==> config.mk <==
export PLATFORM = sky130hd
export DESIGN_NAME = tnn_seq_neuron
export DESIGN_NICKNAME = d
export VERILOG_FILES = /design/src/rtl/tnn_pkg.sv /design/src/rtl/tnn_lane_adder.sv /design/src/rtl/tnn_seq_neuron.sv
export SDC_FILE = /design/constraint.sdc
export NUM_CORES = 1
export LEC_CHECK = 0
export ABC_AREA = 1
export CAP_MARGIN = 20
export CORE_MARGIN = 1
export CORE_UTILIZATION = 55
export CTS_BUF_LIST = sky130_fd_sc_hd__clkbuf_8
export CTS_CLUSTER_SIZE = 20
export DETAILED_ROUTE_END_ITERATION = 16
export GPL_ROUTABILITY_DRIVEN = 0
export GPL_TIMING_DRIVEN = 0
export PLACE_DENSITY = 0.81
export SLEW_MARGIN = 20
export SYNTH_ARGS = -nofsm -noshare
export SYNTH_HDL_FRONTEND = slang
export SYNTH_SLANG_ARGS = --single-unit
==> constraint.sdc <==
create_clock -name clk -period 3.9 [get_ports clk]
set_clock_uncertainty 0.2 [all_clocks]
set_input_delay 0.975 -clock clk [delete_from_list [all_inputs] [get_ports clk]]
set_output_delay 0.975 -clock clk [all_outputs]
set_load 0.05 [all_outputs]
==> src/rtl/tnn_pkg.sv <==
// Shared types and helpers for the sequential ternary neuron.
package tnn_pkg;

  typedef enum logic [1:0] {
    IDLE  = 2'd0,
    ACCUM = 2'd1,
    DONE  = 2'd2
  } state_e;

  // Ternary weight as {wneg, wpos}; both set cancels to zero
  localparam logic [1:0] WGT_ZERO   = 2'b00;
  localparam logic [1:0] WGT_POS    = 2'b01;
  localparam logic [1:0] WGT_NEG    = 2'b10;
  localparam logic [1:0] WGT_CANCEL = 2'b11;

  function automatic int unsigned clog2(input int unsigned v);
    int unsigned r;
    r = 0;
    while ((64'd1 << r) < 64'(v)) r++;
    return r;
  endfunction

  // Wide enough for N_IN * (2^W - 1) without overflow
  function automatic int unsigned acc_width(input int unsigned n_in, input int unsigned w);
    return w + clog2(n_in + 1);
  endfunction

endpackage

==> src/rtl/tnn_lane_adder.sv <==
// Combinational masked sum of one LANES-wide group of weighted activations.
module tnn_lane_adder
  import tnn_pkg::*;
#(
  parameter int unsigned N_IN  = 5,
  parameter int unsigned W     = 3,
  parameter int unsigned LANES = 1,
  parameter int unsigned ACC_W = 6,
  parameter int unsigned GW    = 1
) (
  input  logic [N_IN*W-1:0] act_i,
  input  logic [N_IN-1:0]   wpos_i,
  input  logic [N_IN-1:0]   wneg_i,
  input  logic [GW-1:0]     grp_i,
  output logic [ACC_W-1:0]  pos_c,
  output logic [ACC_W-1:0]  neg_c
);

  int unsigned         base;
  logic [N_IN*W-1:0]   act_sh;
  logic [N_IN-1:0]     wpos_sh;
  logic [N_IN-1:0]     wneg_sh;
  logic [W-1:0]        lane_act;

  // Shift the current group down to lane 0; lanes past N_IN are masked off
  always_comb begin
    pos_c    = '0;
    neg_c    = '0;
    lane_act = '0;
    base     = 32'(grp_i) * LANES;
    act_sh   = act_i >> (base * W);
    wpos_sh  = wpos_i >> base;
    wneg_sh  = wneg_i >> base;
    for (int unsigned l = 0; l < LANES; l++) begin
      lane_act = act_sh[l*W +: W];
      if (base + l < N_IN) begin
        case ({wneg_sh[l], wpos_sh[l]})
          WGT_POS: pos_c = pos_c + ACC_W'(lane_act);
          WGT_NEG: neg_c = neg_c + ACC_W'(lane_act);
          default: ;
        endcase
      end
    end
  end

endmodule

==> src/rtl/tnn_seq_neuron.sv <==
// Multi-cycle ternary neuron: accumulates weighted activations LANES at a time.
// Optional signed threshold input enabled by TNN_THRESHOLD_EN.
module tnn_seq_neuron
  import tnn_pkg::*;
#(
  parameter int unsigned N_IN  = 5,
  parameter int unsigned W     = 3,
  parameter int unsigned LANES = 1,
  localparam int unsigned ACC_W = acc_width(N_IN, W)
) (
  input  logic                clk,
  input  logic                rst_n,
  input  logic                in_valid,
  output logic                in_ready,
  input  logic [N_IN*W-1:0]   in_act,
  input  logic [N_IN-1:0]     in_wpos,
  input  logic [N_IN-1:0]     in_wneg,
`ifdef TNN_THRESHOLD_EN
  input  logic [ACC_W:0]      in_thr,
`endif
  output logic                out_valid,
  input  logic                out_ready,
  output logic                out_bit,
  output logic [ACC_W-1:0]    out_pos,
  output logic [ACC_W-1:0]    out_neg
);

  localparam int unsigned    G        = (N_IN + LANES - 1) / LANES;
  localparam int unsigned    GW       = clog2(G + 1);
  localparam logic [GW-1:0]  LAST_GRP = GW'(G - 1);

  state_e               state_q;
  logic [N_IN*W-1:0]    act_q;
  logic [N_IN-1:0]      wpos_q;
  logic [N_IN-1:0]      wneg_q;
  logic [GW-1:0]        grp_q;
  logic [ACC_W-1:0]     pos_q, neg_q;
  logic [ACC_W-1:0]     pos_d, neg_d;
  logic [ACC_W-1:0]     part_pos_c, part_neg_c;
  logic                 in_ready_q, out_valid_q, out_bit_q;
  logic [ACC_W-1:0]     out_pos_q, out_neg_q;
  logic signed [ACC_W+1:0] diff_c;
  logic                 dec_c;
`ifdef TNN_THRESHOLD_EN
  logic [ACC_W:0]       thr_q;
  logic signed [ACC_W+1:0] thr_ext_c;
`endif

  tnn_lane_adder #(
    .N_IN  (N_IN),
    .W     (W),
    .LANES (LANES),
    .ACC_W (ACC_W),
    .GW    (GW)
  ) u_lane_adder (
    .act_i  (act_q),
    .wpos_i (wpos_q),
    .wneg_i (wneg_q),
    .grp_i  (grp_q),
    .pos_c  (part_pos_c),
    .neg_c  (part_neg_c)
  );

  assign pos_d = pos_q + part_pos_c;
  assign neg_d = neg_q + part_neg_c;

  // Decision on the sums that include the group being added this cycle
  always_comb begin
    diff_c = $signed({2'b00, pos_d}) - $signed({2'b00, neg_d});
`ifdef TNN_THRESHOLD_EN
    thr_ext_c = $signed({thr_q[ACC_W], thr_q});
    dec_c     = diff_c > thr_ext_c;
`else
    dec_c     = !diff_c[ACC_W+1] && (diff_c != '0);
`endif
  end

  always_ff @(posedge clk or negedge rst_n) begin
    if (!rst_n) begin
      state_q     <= IDLE;
      act_q       <= '0;
      wpos_q      <= '0;
      wneg_q      <= '0;
      grp_q       <= '0;
      pos_q       <= '0;
      neg_q       <= '0;
      in_ready_q  <= 1'b1;
      out_valid_q <= 1'b0;
      out_bit_q   <= 1'b0;
      out_pos_q   <= '0;
      out_neg_q   <= '0;
`ifdef TNN_THRESHOLD_EN
      thr_q       <= '0;
`endif
    end else begin
      case (state_q)
        IDLE: begin
          if (in_valid && in_ready_q) begin
            act_q      <= in_act;
            wpos_q     <= in_wpos;
            wneg_q     <= in_wneg;
`ifdef TNN_THRESHOLD_EN
            thr_q      <= in_thr;
`endif
            grp_q      <= '0;
            pos_q      <= '0;
            neg_q      <= '0;
            in_ready_q <= 1'b0;
            state_q    <= ACCUM;
          end
        end
        ACCUM: begin
          pos_q <= pos_d;
          neg_q <= neg_d;
          if (grp_q == LAST_GRP) begin
            out_valid_q <= 1'b1;
            out_bit_q   <= dec_c;
            out_pos_q   <= pos_d;
            out_neg_q   <= neg_d;
            state_q     <= DONE;
          end else begin
            grp_q <= grp_q + GW'(1);
          end
        end
        DONE: begin
          if (out_ready) begin
            out_valid_q <= 1'b0;
            in_ready_q  <= 1'b1;
            state_q     <= IDLE;
          end
        end
        default: begin
          out_valid_q <= 1'b0;
          in_ready_q  <= 1'b1;
          state_q     <= IDLE;
        end
      endcase
    end
  end

  assign in_ready  = in_ready_q;
  assign out_valid = out_valid_q;
  assign out_bit   = out_bit_q;
  assign out_pos   = out_pos_q;
  assign out_neg   = out_neg_q;

endmodule

==> results.ini <==
[status]
outcome = finished, final reports clean

[cells_and_area]
stdcell_area_um2 = 3750
layout_commonest_cell = nand2_1
area_delta_synth_final_pct = 24.1
fillCellCount = 415
final_core_util_pct = 72.1
mostFrequentLayoutCells = nand2_1, dfrtp_1, inv_1, clkdlybuf4s50_1, o21ai_0
diodes = 0
nets = 485
drive_above_1_share_pct = 8.33

[critical_path]
crit_required_ns = 3.94
path_max_fanout = 8
crit_slowest_cell = dfrtp_1
cpPeakStageDelay_ns = 0.44
crit_family = simple AND/OR/NAND/NOR gates
worstRegToRegCells = 22
cp.depth = 22
crit_arrival_ns = 3.59
cp_num_buf_inv = 4
start_kind = flop
crit_chain = inv_1 > nand3_1 > o31ai_4 > inv_1 > nand2_1 > nor2_1 > ha_1 > fa_1 > nand2_1 > a21oi_1 > xor2_2 > inv_1 > ha_4 > nand2_1 > inv_1 > nand3_1 > nand3_1 > nand2_1 > nand2_1 > nand2_1 > nand2_1 > nand2_1
crit_top_cell = nand2_1
crit_path_end_kind = flop
worstSetupPathType = flop to flop

[die]
coreArea_um2 = 5200
ioPinCount = 44
die_x_um = 76.1
die_y_um = 76.1
start_util_pct = 58.1
num_rows = 26
dieArea_um2 = 5790

[grt]
grt_max_degree = 58
grtUsageTotal_pct = 24.8
grt_antenna_before_repair = 0
overflow = 0
grt_pass1_vias = 2529
grt_pass1_wl_mm = 11.2

[clocking]
numCtsBuffers = 9
clk_root_buffer_cell = clkbuf_8
clkLatencyLatePin_ns = 0.35
clockBufferDepth = 2
clk_pin_slew_worst_paths_ns = 0.06
htree_levels = 3
clock-sinks = 57
cts_tree = yes
hold_buffers = 0

[flow_run]
cap_violations = 0

[yosys]
ys_seq_area_share_pct = 47.2
syn_inst = 383
ys_ff_latch = 57
ys_types = 25
synth.area.top_cells = dfrtp_1, nand2_1, ha_1
yosysWarnings = 0
syn-num-nets = 429
synth-main-ff-cell = dfrtp_1
synth_top_area_share_pct = 46.4
synth_area_um2 = 3020
synth_area_leader_cell = dfrtp_1
syn_area_per_cell_um2 = 7.89
synth_edf_count = 0
async_reset_ff_share_pct = 100

[sta]
slew_headroom_pct = 53.3
min_period_ns = 3.55
finalHoldViolations = 0
fin_crit_sh_pct = 91.1
tightest_slew_ns = 0.701
fmax_mhz = 282
slew_viol_final = 0
setup_violations = 0

[min_path]
hold_path_class = flop to flop
hold_depth = 2

[power]
total_power_mw = 3.58
peakVddDrop_uv = 414
p_per_area_nw_per_um2 = 954
p_leak_nw = 1.95

[routing]
routedWlPerCell_um = 12.4
drc = 0
ant_nets = 0
via_per_inst = 5.13
drt-pass1-iter-count = 5
wl_mm = 6.36
vias = 2638
drt-initial-drc-count = 175

[placement]
numPortBuffers = 43
placed_cell_area_um2 = 3540
post-dp-hpwl_mm = 4.62

==> flip-flops by register name, summed over array words and instances (netlist names), 3 cells and up <==
name and cells:
act_q 15, grp_q 3, neg_q 6, out_neg 6, out_pos 6, pos_q 6
wneg_q 5, wpos_q 5
==> cells in the mapped netlist, types with 3 or more instances <==
library cell  instances
xor2_1                7
o21ai_0              24
inv_1                37
a31oi_1               3
ha_1                 14
fa_1                  3
buf_2                 8
dfrtp_1              56
nand3_1              21
a21oi_1              10
nor2_1               18
o22ai_1               4
inv_2                 4
nand4_1               3
nand2_1             159
==> what timing repair did <==
action,in CTS,in global routing
setup buffers,0,2
gates resized for setup,0,8
endpoints found under the setup margin,0,1
==> worst paths after layout <==
check | start | end | slack [ns]
max | grp_q[2] | out_bit | 0.35
min | act_q[0] | act_q[0] | 0.27
max reg2reg | grp_q[2] | out_bit | 0.35
min reg2reg | act_q[0] | act_q[0] | 0.27
max in group asynchronous | rst_n | grp_q[1] | 2.52
min in group asynchronous | rst_n | out_neg[5] | 0.48
==> stage by stage <==
stage          setup slack (ns)  cells  hold WS (ns)  setup TNS (ns)
6_report                  0.349    514         0.275               0
3_5_place_dp              0.209    496         0.254               0
3_3_place_gp            -0.0376    496         0.253           -1.90
2_1_floorplan             0.747    383         0.237               0
4_1_cts                   0.192    512         0.271               0
5_1_grt                 -0.0143    514         0.289         -0.0143
==> final cells by class <==
type	instances	area [µm²]	share of cell area (%)
inverter	41	156	4.17
timing repair buffer	45	443	11.8
multi-input combinational	275	1420	37.8
clock buffer	10	138	3.67
tap	70	87.6	2.33
buffer	10	57.6	1.53
clock inverter	6	23.8	0.634
sequential	57	1430	38.1
==> worst register-to-register path, stage by stage, from the launching register on <==
cell	delay, ns
dfrtp_1	0.44
inv_1	0.26
nand3_1	0.20
o31ai_4	0.10
inv_1	0.06
nand2_1	0.12
nor2_1	0.06
ha_1	0.23
fa_1	0.41
nand2_1	0.09
a21oi_1	0.10
xor2_2	0.22
inv_1	0.10
ha_4	0.30
nand2_1	0.05
inv_1	0.07
nand3_1	0.10
nand3_1	0.09
nand2_1	0.05
nand2_1	0.05
nand2_1	0.05
nand2_1	0.06
nand2_1	0.04
==> routing by layer <==
| layer | share of wire [%] | up-vias | wire [µm] | global-route usage [%] |
|---|---|---|---|---|
| met3 | 4.3 | 12 | 274 | 5.87 |
| met4 | 2.0 | 0 | 126 | 9.62 |
| li1 | - | 1324 | - | - |
| met2 | 50 | 63 | 3170 | 42.5 |
| met1 | 44 | 1239 | 2790 | 30.4 |
| met5 | 0 | - | 0 | 0 |
==> cells by family (layout without fill, tap and decap cells) <==
kind of cell             count (synthesis)  count (layout)  share of synthesized area (%)
AO/OA/AOI/OAI                           43              43                           7.66
buffers and inverters                   51             112                           6.91
flip-flops                              57              57                           47.2
adder cells (fa/ha/maj)                 17              17                           7.78
AND/OR/NAND/NOR                        207             207                           28.1
XOR/XNOR                                 8               8                           2.32
==> power by group <==
part / leakage (nW) / total (mW) / switching, mW / internal, mW
combinational: 1.12 / 2.10 / 1.35 / 0.750
sequential: 0.733 / 1.02 / 0.164 / 0.853
clock: 0.102 / 0.461 / 0.227 / 0.235
Power figures use the tool's default switching activity.
